==> src/rtl/dmem_port_arbiter_pkg.sv <==
// Shared types for the data-memory port arbiter.
// Build option DMEM_ARB_RR_EN selects round-robin arbitration (see dmem_arb_pick).
package dmem_port_arbiter_pkg;

  typedef enum logic {LW = 1'b0, SW = 1'b1} load_store_func_code;

  typedef enum logic [1:0] {IDLE, REQ, WAIT_RSP, ERR} dmem_arb_state_t;

  typedef enum logic {OWN_IF, OWN_LSU} dmem_owner_t;

  localparam logic [3:0] DMEM_BE_WORD = 4'hF;

endpackage

==> src/rtl/dmem_port_arbiter_if.sv <==
// Fetch, LSU and memory handshake bundle around the data-memory port arbiter.
// slave = arbiter view, master = requester/memory environment view.
interface dmem_port_arbiter_if;
  import dmem_port_arbiter_pkg::*;

  logic                if_req_ip;
  logic [31:0]         if_addr_ip;
  logic                if_gnt_op;
  logic                if_rvalid_op;
  logic [31:0]         if_rdata_op;

  logic                lsu_req_ip;
  load_store_func_code lsu_operator_ip;
  logic [31:0]         lsu_addr_ip;
  logic [31:0]         lsu_wdata_ip;
  logic                lsu_gnt_op;
  logic                lsu_rvalid_op;
  logic [31:0]         lsu_rdata_op;
  logic                lsu_err_op;

  logic                mem_req_op;
  logic [31:0]         mem_addr_op;
  logic                mem_we_op;
  logic [3:0]          mem_be_op;
  logic [31:0]         mem_wdata_op;
  logic                mem_gnt_ip;
  logic                mem_rvalid_ip;
  logic [31:0]         mem_rdata_ip;

  modport slave (
    input  if_req_ip, if_addr_ip,
    output if_gnt_op, if_rvalid_op, if_rdata_op,
    input  lsu_req_ip, lsu_operator_ip, lsu_addr_ip, lsu_wdata_ip,
    output lsu_gnt_op, lsu_rvalid_op, lsu_rdata_op, lsu_err_op,
    output mem_req_op, mem_addr_op, mem_we_op, mem_be_op, mem_wdata_op,
    input  mem_gnt_ip, mem_rvalid_ip, mem_rdata_ip
  );

  modport master (
    output if_req_ip, if_addr_ip,
    input  if_gnt_op, if_rvalid_op, if_rdata_op,
    output lsu_req_ip, lsu_operator_ip, lsu_addr_ip, lsu_wdata_ip,
    input  lsu_gnt_op, lsu_rvalid_op, lsu_rdata_op, lsu_err_op,
    input  mem_req_op, mem_addr_op, mem_we_op, mem_be_op, mem_wdata_op,
    output mem_gnt_ip, mem_rvalid_ip, mem_rdata_ip
  );

endinterface

==> src/rtl/dmem_port_arbiter_pick.sv <==
// Combinational requester selector: fixed LSU-over-IF priority, or round-robin
// on contention when DMEM_ARB_RR_EN is defined.
module dmem_arb_pick
  import dmem_port_arbiter_pkg::*;
(
  input  logic        if_req,
  input  logic        lsu_req,
  input  dmem_owner_t last_owner,
  output logic        valid,
  output dmem_owner_t owner
);

  assign valid = if_req | lsu_req;

`ifdef DMEM_ARB_RR_EN
  // On contention the side that did not win last time goes next.
  always_comb begin
    owner = OWN_IF;
    if (lsu_req && (!if_req || last_owner == OWN_IF)) owner = OWN_LSU;
  end
`else
  logic unused_last_owner;
  assign unused_last_owner = last_owner;

  always_comb begin
    owner = lsu_req ? OWN_LSU : OWN_IF;
  end
`endif

endmodule

==> src/rtl/dmem_port_arbiter.sv <==
// Shares the single data-memory port between fetch and LSU, one transaction in flight.
// Build option DMEM_ARB_RR_EN enables round-robin arbitration with a last_owner register.
module dmem_port_arbiter
  import dmem_port_arbiter_pkg::*;
#(
  parameter int unsigned TIMEOUT_CYCLES = 255,
  parameter int unsigned CNT_W          = 16
) (
  input  logic               clock,
  input  logic               reset,
  dmem_port_arbiter_if.slave bus
);

  localparam logic [CNT_W-1:0] TMO = CNT_W'(TIMEOUT_CYCLES);

  dmem_arb_state_t  state_q, state_d;
  logic [CNT_W-1:0] cnt_q, cnt_d;
  dmem_owner_t      owner_q, owner_d;
  logic [31:0]      addr_q, addr_d;
  logic             we_q, we_d;
  logic [31:0]      wdata_q, wdata_d;

  dmem_owner_t      last_owner_w;
  logic             pick_vld, pick_go;
  dmem_owner_t      pick_own;

  logic             if_gnt, lsu_gnt;
  logic             rsp_vld, rsp_err;
  logic [31:0]      rsp_data;
  logic             mem_req, mem_we;
  logic [31:0]      mem_addr, mem_wdata;
  logic [3:0]       mem_be;

`ifdef DMEM_ARB_RR_EN
  dmem_owner_t last_owner_q, last_owner_d;
  assign last_owner_w = last_owner_q;
`else
  assign last_owner_w = OWN_IF;
`endif

  dmem_arb_pick u_pick (
    .if_req     (bus.if_req_ip),
    .lsu_req    (bus.lsu_req_ip),
    .last_owner (last_owner_w),
    .valid      (pick_vld),
    .owner      (pick_own)
  );

  // Grants are combinational, so hold them off while reset is asserted.
  assign pick_go = pick_vld & reset;

  always_comb begin
    state_d   = state_q;
    cnt_d     = cnt_q;
    owner_d   = owner_q;
    addr_d    = addr_q;
    we_d      = we_q;
    wdata_d   = wdata_q;
`ifdef DMEM_ARB_RR_EN
    last_owner_d = last_owner_q;
`endif
    if_gnt    = 1'b0;
    lsu_gnt   = 1'b0;
    rsp_vld   = 1'b0;
    rsp_err   = 1'b0;
    rsp_data  = '0;
    mem_req   = 1'b0;
    mem_addr  = '0;
    mem_we    = 1'b0;
    mem_be    = '0;
    mem_wdata = '0;

    case (state_q)
      IDLE: begin
        if (pick_go) begin
          owner_d = pick_own;
`ifdef DMEM_ARB_RR_EN
          last_owner_d = pick_own;
`endif
          if (pick_own == OWN_LSU) begin
            lsu_gnt = 1'b1;
            addr_d  = bus.lsu_addr_ip;
            we_d    = (bus.lsu_operator_ip == SW);
            wdata_d = bus.lsu_wdata_ip;
            state_d = (bus.lsu_addr_ip[1:0] != 2'b00) ? ERR : REQ;
          end else begin
            if_gnt  = 1'b1;
            addr_d  = bus.if_addr_ip;
            we_d    = 1'b0;
            wdata_d = '0;
            state_d = REQ;
          end
        end
      end
      REQ: begin
        mem_req   = 1'b1;
        mem_addr  = addr_q;
        mem_we    = we_q;
        mem_be    = DMEM_BE_WORD;
        mem_wdata = wdata_q;
        if (bus.mem_gnt_ip) begin
          cnt_d   = '0;
          state_d = WAIT_RSP;
        end
      end
      WAIT_RSP: begin
        // A response arriving on the timeout cycle still counts as a response.
        if (bus.mem_rvalid_ip) begin
          rsp_vld  = 1'b1;
          rsp_data = we_q ? 32'h0 : bus.mem_rdata_ip;
          state_d  = IDLE;
        end else if (cnt_q == TMO) begin
          rsp_vld  = 1'b1;
          rsp_err  = 1'b1;
          state_d  = IDLE;
        end else begin
          cnt_d = cnt_q + 1'b1;
        end
      end
      ERR: begin
        rsp_vld = 1'b1;
        rsp_err = 1'b1;
        state_d = IDLE;
      end
      default: state_d = IDLE;
    endcase
  end

  always_ff @(posedge clock or negedge reset) begin
    if (!reset) begin
      state_q <= IDLE;
      cnt_q   <= '0;
      owner_q <= OWN_IF;
      addr_q  <= '0;
      we_q    <= 1'b0;
      wdata_q <= '0;
`ifdef DMEM_ARB_RR_EN
      last_owner_q <= OWN_IF;
`endif
    end else begin
      state_q <= state_d;
      cnt_q   <= cnt_d;
      owner_q <= owner_d;
      addr_q  <= addr_d;
      we_q    <= we_d;
      wdata_q <= wdata_d;
`ifdef DMEM_ARB_RR_EN
      last_owner_q <= last_owner_d;
`endif
    end
  end

  assign bus.if_gnt_op     = if_gnt;
  assign bus.lsu_gnt_op    = lsu_gnt;
  assign bus.if_rvalid_op  = rsp_vld & (owner_q == OWN_IF);
  assign bus.if_rdata_op   = (owner_q == OWN_IF) ? rsp_data : 32'h0;
  assign bus.lsu_rvalid_op = rsp_vld & (owner_q == OWN_LSU);
  assign bus.lsu_rdata_op  = (owner_q == OWN_LSU) ? rsp_data : 32'h0;
  assign bus.lsu_err_op    = rsp_err & (owner_q == OWN_LSU);
  assign bus.mem_req_op    = mem_req;
  assign bus.mem_addr_op   = mem_addr;
  assign bus.mem_we_op     = mem_we;
  assign bus.mem_be_op     = mem_be;
  assign bus.mem_wdata_op  = mem_wdata;

endmodule

==> src/flat_wrapper.sv <==
// flat-port wrapper written by rule: the top's interface ports become plain ports
module dmem_port_arbiter_flat import dmem_port_arbiter_pkg::*;
#(
  parameter int unsigned TIMEOUT_CYCLES = 255,
  parameter int unsigned CNT_W          = 16
)
  (clock, reset, bus_if_req_ip, bus_if_addr_ip, bus_if_gnt_op, bus_if_rvalid_op, bus_if_rdata_op, bus_lsu_req_ip, bus_lsu_operator_ip, bus_lsu_addr_ip, bus_lsu_wdata_ip, bus_lsu_gnt_op, bus_lsu_rvalid_op, bus_lsu_rdata_op, bus_lsu_err_op, bus_mem_req_op, bus_mem_addr_op, bus_mem_we_op, bus_mem_be_op, bus_mem_wdata_op, bus_mem_gnt_ip, bus_mem_rvalid_ip, bus_mem_rdata_ip);
  dmem_port_arbiter_if bus_i ();
  input  logic clock;
  input  logic reset;
  input wire logic [$bits(bus_i.if_req_ip)-1:0] bus_if_req_ip;
  input wire logic [$bits(bus_i.if_addr_ip)-1:0] bus_if_addr_ip;
  output wire logic [$bits(bus_i.if_gnt_op)-1:0] bus_if_gnt_op;
  output wire logic [$bits(bus_i.if_rvalid_op)-1:0] bus_if_rvalid_op;
  output wire logic [$bits(bus_i.if_rdata_op)-1:0] bus_if_rdata_op;
  input wire logic [$bits(bus_i.lsu_req_ip)-1:0] bus_lsu_req_ip;
  input wire logic [$bits(bus_i.lsu_operator_ip)-1:0] bus_lsu_operator_ip;
  input wire logic [$bits(bus_i.lsu_addr_ip)-1:0] bus_lsu_addr_ip;
  input wire logic [$bits(bus_i.lsu_wdata_ip)-1:0] bus_lsu_wdata_ip;
  output wire logic [$bits(bus_i.lsu_gnt_op)-1:0] bus_lsu_gnt_op;
  output wire logic [$bits(bus_i.lsu_rvalid_op)-1:0] bus_lsu_rvalid_op;
  output wire logic [$bits(bus_i.lsu_rdata_op)-1:0] bus_lsu_rdata_op;
  output wire logic [$bits(bus_i.lsu_err_op)-1:0] bus_lsu_err_op;
  output wire logic [$bits(bus_i.mem_req_op)-1:0] bus_mem_req_op;
  output wire logic [$bits(bus_i.mem_addr_op)-1:0] bus_mem_addr_op;
  output wire logic [$bits(bus_i.mem_we_op)-1:0] bus_mem_we_op;
  output wire logic [$bits(bus_i.mem_be_op)-1:0] bus_mem_be_op;
  output wire logic [$bits(bus_i.mem_wdata_op)-1:0] bus_mem_wdata_op;
  input wire logic [$bits(bus_i.mem_gnt_ip)-1:0] bus_mem_gnt_ip;
  input wire logic [$bits(bus_i.mem_rvalid_ip)-1:0] bus_mem_rvalid_ip;
  input wire logic [$bits(bus_i.mem_rdata_ip)-1:0] bus_mem_rdata_ip;
  assign bus_i.if_req_ip = bus_if_req_ip;
  assign bus_i.if_addr_ip = bus_if_addr_ip;
  assign bus_if_gnt_op = bus_i.if_gnt_op;
  assign bus_if_rvalid_op = bus_i.if_rvalid_op;
  assign bus_if_rdata_op = bus_i.if_rdata_op;
  assign bus_i.lsu_req_ip = bus_lsu_req_ip;
  assign bus_i.lsu_operator_ip = bus_lsu_operator_ip;
  assign bus_i.lsu_addr_ip = bus_lsu_addr_ip;
  assign bus_i.lsu_wdata_ip = bus_lsu_wdata_ip;
  assign bus_lsu_gnt_op = bus_i.lsu_gnt_op;
  assign bus_lsu_rvalid_op = bus_i.lsu_rvalid_op;
  assign bus_lsu_rdata_op = bus_i.lsu_rdata_op;
  assign bus_lsu_err_op = bus_i.lsu_err_op;
  assign bus_mem_req_op = bus_i.mem_req_op;
  assign bus_mem_addr_op = bus_i.mem_addr_op;
  assign bus_mem_we_op = bus_i.mem_we_op;
  assign bus_mem_be_op = bus_i.mem_be_op;
  assign bus_mem_wdata_op = bus_i.mem_wdata_op;
  assign bus_i.mem_gnt_ip = bus_mem_gnt_ip;
  assign bus_i.mem_rvalid_ip = bus_mem_rvalid_ip;
  assign bus_i.mem_rdata_ip = bus_mem_rdata_ip;
  dmem_port_arbiter #(.TIMEOUT_CYCLES(TIMEOUT_CYCLES), .CNT_W(CNT_W)) u_core (.clock(clock), .reset(reset), .bus(bus_i));
endmodule
==> config.mk <==
export PLATFORM = sky130hd
export DESIGN_NAME = dmem_port_arbiter_flat
export DESIGN_NICKNAME = d
export VERILOG_FILES = /design/src/rtl/dmem_port_arbiter_pkg.sv /design/src/rtl/dmem_port_arbiter_if.sv /design/src/rtl/dmem_port_arbiter_pick.sv /design/src/rtl/dmem_port_arbiter.sv /design/src/flat_wrapper.sv
export SDC_FILE = /design/constraint.sdc
export NUM_CORES = 1
export LEC_CHECK = 0
export CORE_MARGIN = 8
export CORE_UTILIZATION = 30
export DETAILED_ROUTE_END_ITERATION = 10
export MAX_ROUTING_LAYER = met4
export PLACE_DENSITY_LB_ADDON = 0.2
export SLEW_MARGIN = 20
export SYNTH_ARGS = -nofsm -noshare
export SYNTH_HDL_FRONTEND = slang
export SYNTH_SLANG_ARGS = --single-unit
==> constraint.sdc <==
create_clock -name clock -period 2.45 [get_ports clock]
set_input_delay 0.245 -clock clock [delete_from_list [all_inputs] [get_ports clock]]
set_output_delay 0.245 -clock clock [all_outputs]
set_load 0.01 [all_outputs]
# Yosys cells after proc, flatten, opt, wreduce, memory -nomap -nowiden
# Index checks and enable logic that the tools add are counted.
# W data, S select, Z words.
[totals] regBits=84 input_bits=135 out_inout_bits=139 elab_cells=64
[classes] addsub=1 eq_ne=9 mux=36 bitwise=6 reduce_logical=6
[op_table] cell="$mux W32" count=9
[op_table] cell="$mux W16" count=3
[op_table] cell="$pmux W16 S2" count=1
[op_table] cell="$add A16 B1 Y16 const B" count=1
[op_table] cell="$eq A16 B8 Y1 const B" count=1
[op_table] cell="$mux W1" count=13
[op_table] cell="$mux W2" count=6
[op_table] cell="$pmux W2 S4" count=1
[op_table] cell="$ne A2 B2 Y1 const B" count=3
[op_table] cell="$and A1 B1 Y1" count=4
[op_table] cell="$eq A2 B2 Y1 const B" count=2
[op_table] cell="$mux W4" count=1
[op_table] cell="$pmux W1 S2" count=2
[op_table] cell="$reduce_and A4 Y1" count=1
[op_table] cell="$reduce_bool A2 Y1" count=2
[op_table] cell="$ne A3 B2 Y1 const B" count=1
[op_table] cell="$reduce_and A3 Y1" count=1
[op_table] cell="$eq A2 B1 Y1 const B" count=1
[op_table] cell="$logic_not A2 Y1" count=1
[op_table] cell="$ne A2 B1 Y1 const B" count=1
[op_table] cell="$reduce_and A2 Y1" count=1
[op_table] cell="$not A1 Y1" count=1
[op_table] cell="$or A1 B1 Y1" count=1

# Longest topological paths before layout
[depth] depth_word=5 ltp_mapped=6 ltp_nobuf=5

# By module
# From an unflattened synthesis, not the netlist that was laid out.
[hier_totals] cells_unflattened=572 area_unflattened_um2=4888.4
[by_module_without_submodules] module="dmem_port_arbiter" instances=1 cells_per_inst=570 area_per_inst_um2=4874.7 seq_area_each_um2=2102.0
[by_module_without_submodules] module="dmem_arb_pick" instances=1 cells_per_inst=2 area_per_inst_um2=13.8 seq_area_each_um2=0.0

# Worst setup path after synthesis
# OpenSTA, ideal clock, no wires.
[synth_path] kind="reg-to-output" start="reg u_core.cnt_q[11]" end="out bus_if_rvalid_op" arrival_time_ps=1843 required_ps=2205 path_slack_ps=362 path_stages_with_launch=5 n_path_buf=0 cell_sequence="dfrtp_1 -> or4_4 -> nor4_1 -> nor3_1 -> nor3b_1"
[synth_via] elab_chain_len=5
[synth_lines] item="start, declared" line_no="dmem_port_arbiter.sv:17" rtl="logic [CNT_W-1:0] cnt_q, cnt_d;"
[synth_lines] item="start signal, assigned" line_no="dmem_port_arbiter.sv:142" rtl="cnt_q <= cnt_d;"
[synth_lines] item="$eq A16 B8 Y1" line_no="dmem_port_arbiter.sv:112" rtl="end else if (cnt_q == TMO) begin"
[synth_lines] item="$mux W1" line_no="dmem_port_arbiter.sv:112"
[synth_lines] item="$mux W1" line_no="dmem_port_arbiter.sv:108" rtl="if (bus.mem_rvalid_ip) begin"
[synth_lines] item="$pmux W1 S2" line_no="dmem_port_arbiter.sv:73" rtl="case (state_q)"
[synth_lines] item="$and A1 B1 Y1" line_no="dmem_port_arbiter.sv:155" rtl="assign bus.if_rvalid_op = rsp_vld & (owner_q == OWN_IF);"
[synth_lines] item="end, declared" line_no="flat_wrapper.sv:14" rtl="output wire logic [$bits(bus_i.if_rvalid_op)-1:0] bus_if_rvalid_op;"
# Every way passes these cells.

# Worst setup path after layout
[layout_path] start="reg u_core.owner_q" end="out bus_lsu_rdata_op[29]"
[layout_via] elab_chain_len=1
[layout_lines] item="start, declared" line_no="dmem_port_arbiter.sv:18" rtl="dmem_owner_t owner_q, owner_d;"
[layout_lines] item="start signal, assigned" line_no="dmem_port_arbiter.sv:143" rtl="owner_q <= owner_d;"
[layout_lines] item="$mux W32" line_no="dmem_port_arbiter.sv:158" rtl="assign bus.lsu_rdata_op = (owner_q == OWN_LSU) ? rsp_data : 32'h0;"
[layout_lines] item="end, declared" line_no="flat_wrapper.sv:22" rtl="output wire logic [$bits(bus_i.lsu_rdata_op)-1:0] bus_lsu_rdata_op;"
# Every way passes these cells.

==> run summary <==
RSZ-0062 raised after global routing - yes
Prevailing post-synth register cell - dfrtp_1
Starting Density - 30.7%
CTS tree - built
Non-Filler Instances - 971
DP Worst Slack - -15.1 ps
Num CTS Buffers - 9
Worst-margin pin slew - 703 ps
Cell Int Power - 4.49 mW
Antenna violations before repair - 0
Combinational Power Share - 45.8%
Layout Nets - 915
Final number of setup-violating endpoints - 0
Top cells by area, synth - dfrtp_1 (45%), and2_1 (17%), a22o_1 (6.4%)
Top cell type's share of synthesized area - 45.0%
Initial DRC count - 224
Multi-input gate area - 2420 sq um
P_sw - 2.37 mW
Hold Crit Class - reg -> reg
Clock Skew - 7.11 ps
Final Worst Setup Slack - 75.8 ps
Kind of critical path - reg -> out
Fmax - 421 MHz
Layout area overhead - 74.4%
Clk_lat worst skew - 340 ps
Register Area - 2100 sq um
HPWL after DPL - 14.7 mm
Worst path slowest cell - clkdlybuf4s50_1
Worst r2r path cells - 5
Drt total wl - 19.4 mm
Routability-driven placement congestion ratio - 0.890
Port Buffers - 273
Synth Instances - 506
Antenna viol nets, final - 0
Max FO, Critical Path - 8
Die Wd - 141 um
Post-synth cell types - 39
Worst R2R Setup Slack - 250 ps
WL/cell - 20.0 um
Worst Setup SP - u_core.owner_q
Vias in the first global route - 5,103
Drt pass-1 iters - 5
Setup crit end - bus_lsu_rdata_op[29]
Leakage - 3.57 nW
Clock Power Share - 20.6%
Core Region - 15,200 sq um
Clk buf depth - 2
Reg2reg end - u_core.cnt_q[1]
Max_cap viols - 0
Status - finished clean
ANT cells - 0
Yosys warning count - 0
Pwr per Cell Area - 842 nW/um^2
Peak supply drop - 509 uV
Min cycle time layout - 2370 ps
Reg clk slew, reported paths - 60 ps
Final period util - 96.9%
CTS H-tree depth - 3
Max incr delay on CP - 540 ps
First-pass GRT wire length - 29.5 mm
CTS sink count - 84
Flop pwr share - 33.6%
Util after Layout - 53.6%
Syn avg cell area - 9.23 sq um
Max_slew headroom - 53.1%
R2r startpoint - u_core.cnt_q[11]
Vias - 4,915
Die height - 141 um
Fin. max-slew vios - 0
Die Area - 19,800 sq um
Sw Ratio - 34.6%
Crit path required time - 2200 ps
Pin count of the biggest net entering global routing - 73
Fraction of registers with async set/reset - 100%
Post-route setup TNS - 0 ps
Fin. Hold Viols - 0
Row count - 45
Post-Synthesis Cell Area - 4670 sq um
Sequential fraction of the synthesis area - 45.0%
# DRC - 0
CP endpoint kind - output pin
Layout fillers - 1,391
Vias per inst - 5.06
CTS Root Cell - clkbuf_16
Synth Register Bits - 84
Syn Nets - 642
CP cell instances - inv_1 > nor4_4 > buf_4 > clkbuf_4 > and2_1 > clkdlybuf4s50_1
Placed Cells incl. Taps - 951
IO Pins - 274
Total GRT Usage - 19.4%
Area leader, netlist - dfrtp_1
GR Overflow Total - 0
Share of layout cells above drive strength 1 - 8.68%
EDFF count, synth - 0
Startpoint types - flop
WP data arrival - 2130 ps
cell usage in the layout, fill, tap and decap left out, drive strengths merged, types with 2 or more instances in the layout:
| master | synthesis | routed |
|---|---|---|
| clkinvlp | 0 | 2 |
| o21ai | 25 | 25 |
| nor3b | 2 | 2 |
| a31oi | 9 | 9 |
| and2 | 129 | 129 |
| mux2i | 15 | 15 |
| a21oi | 22 | 22 |
| a31o | 4 | 4 |
| nor3 | 5 | 5 |
| nor2b | 2 | 2 |
| nand2 | 25 | 25 |
| nor4 | 8 | 8 |
| nand2b | 2 | 2 |
| nand4 | 7 | 7 |
| o22ai | 42 | 42 |
| a22o | 34 | 34 |
| nor2 | 10 | 10 |
| dfrtp | 84 | 84 |
| o21a | 4 | 4 |
| dlymetal6s2s | 0 | 14 |
| or4 | 2 | 2 |
| clkbuf | 37 | 14 |
| nand4b | 2 | 2 |
| inv | 9 | 9 |
| clkdlybuf4s50 | 0 | 255 |
| nand3 | 7 | 7 |
| buf | 8 | 33 |
| dlygate4sd2 | 0 | 2 |
| o31ai | 2 | 2 |
| o311a | 2 | 2 |
worst min path at each step:
stage                         from                end  slack (ps)  cells past startpoint
2_1_floorplan                reset   u_core.addr_q[0]         -50                      0
3_3_place_gp                 reset     u_core.owner_q         340                      2
3_5_place_dp                 reset  u_core.addr_q[23]         350                      2
4_1_cts           u_core.addr_q[2]   u_core.addr_q[2]         480                      2
5_1_grt        bus_lsu_addr_ip[19]  u_core.addr_q[19]         490                      3
6_report          u_core.addr_q[2]   u_core.addr_q[2]         470                      2
layout make-up:
class	instances	share of cell area [%]
Timing Repair Buffer	307	37.3
Multi-Input combinational cell	367	29.7
Sequential cell	84	25.8
Clock buffer	12	3.27
Tap cell	188	2.89
Clock inverter	3	0.553
Inverter	10	0.461
routing by layer:
layer	vias up	global-route usage (%)	wire length (um)
met1	2394	23.0	8270
met2	145	32.3	9860
met4	0	5.26	337
li1	2354	-	-
met3	22	4.93	898
met5	-	-	0
flip-flops by register name, indices dropped and copies added (netlist names):
signal          count
u_core.cnt_q       16
u_core.state_q      2
u_core.wdata_q     32
u_core.addr_q      32
u_core.owner_q      1
u_core.we_q         1
power groups by stage:
stage / sequential [mW] / combinational, mW / clock, mW
4_1_cts: 2.29 / 3.16 / 1.46
3_5_place_dp: 2.30 / 3.15 / 0
6_report: 2.30 / 3.14 / 1.41
5_1_grt: 2.38 / 3.41 / 1.52
3_3_place_gp: 2.28 / 3.08 / 0
2_1_floorplan: 2.20 / 1.59 / 0
cells in the mapped netlist, drive strengths merged (8+ instances only):
library cell  number
a31oi              9
inv                9
and2             129
o22ai             42
nand2             25
a22o              34
a21oi             22
nor2              10
dfrtp             84
o21ai             25
nor4               8
buf                8
mux2i             15
clkbuf            37
critical path: cells and delay by family, from the launching register on:
| family | cells | cell delay [ps] |
|---|---|---|
| buf+inv | 4 | 990 |
| flops | 1 | 410 |
| simple gates | 2 | 390 |
metrics by stage:
step	power, mW	hold WS [ps]	cell area [sq um]
3_3_place_gp	5.36	340	7710
3_5_place_dp	5.45	347	7710
6_report	6.86	470	8140
5_1_grt	7.31	489	8140
4_1_cts	6.91	476	8050
2_1_floorplan	3.79	-50.6	4670
cells by family (layout without fill, tap and decap cells):
group | Yosys count | count (layout) | share of synthesized area [%]
simple gates | 204 | 204 | 25.7
compound gates | 147 | 147 | 20.9
flops | 84 | 84 | 45.0
buf+inv | 55 | 332 | 4.90
mux | 15 | 15 | 3.21
fa+ha+maj | 1 | 1 | 0.268
timing repair:
| item | CTS | global route |
|---|---|---|
| hold buffers | 1 | 0 |
| gates cloned | 0 | 2 |
| hold endpoints to repair | 36 | 0 |
| gates resized for setup | 7 | 26 |
| pin swaps | 0 | 2 |
| setup endpoints to repair | 5 | 61 |
| setup buffers | 0 | 2 |
(Power assumes the default switching activity.)
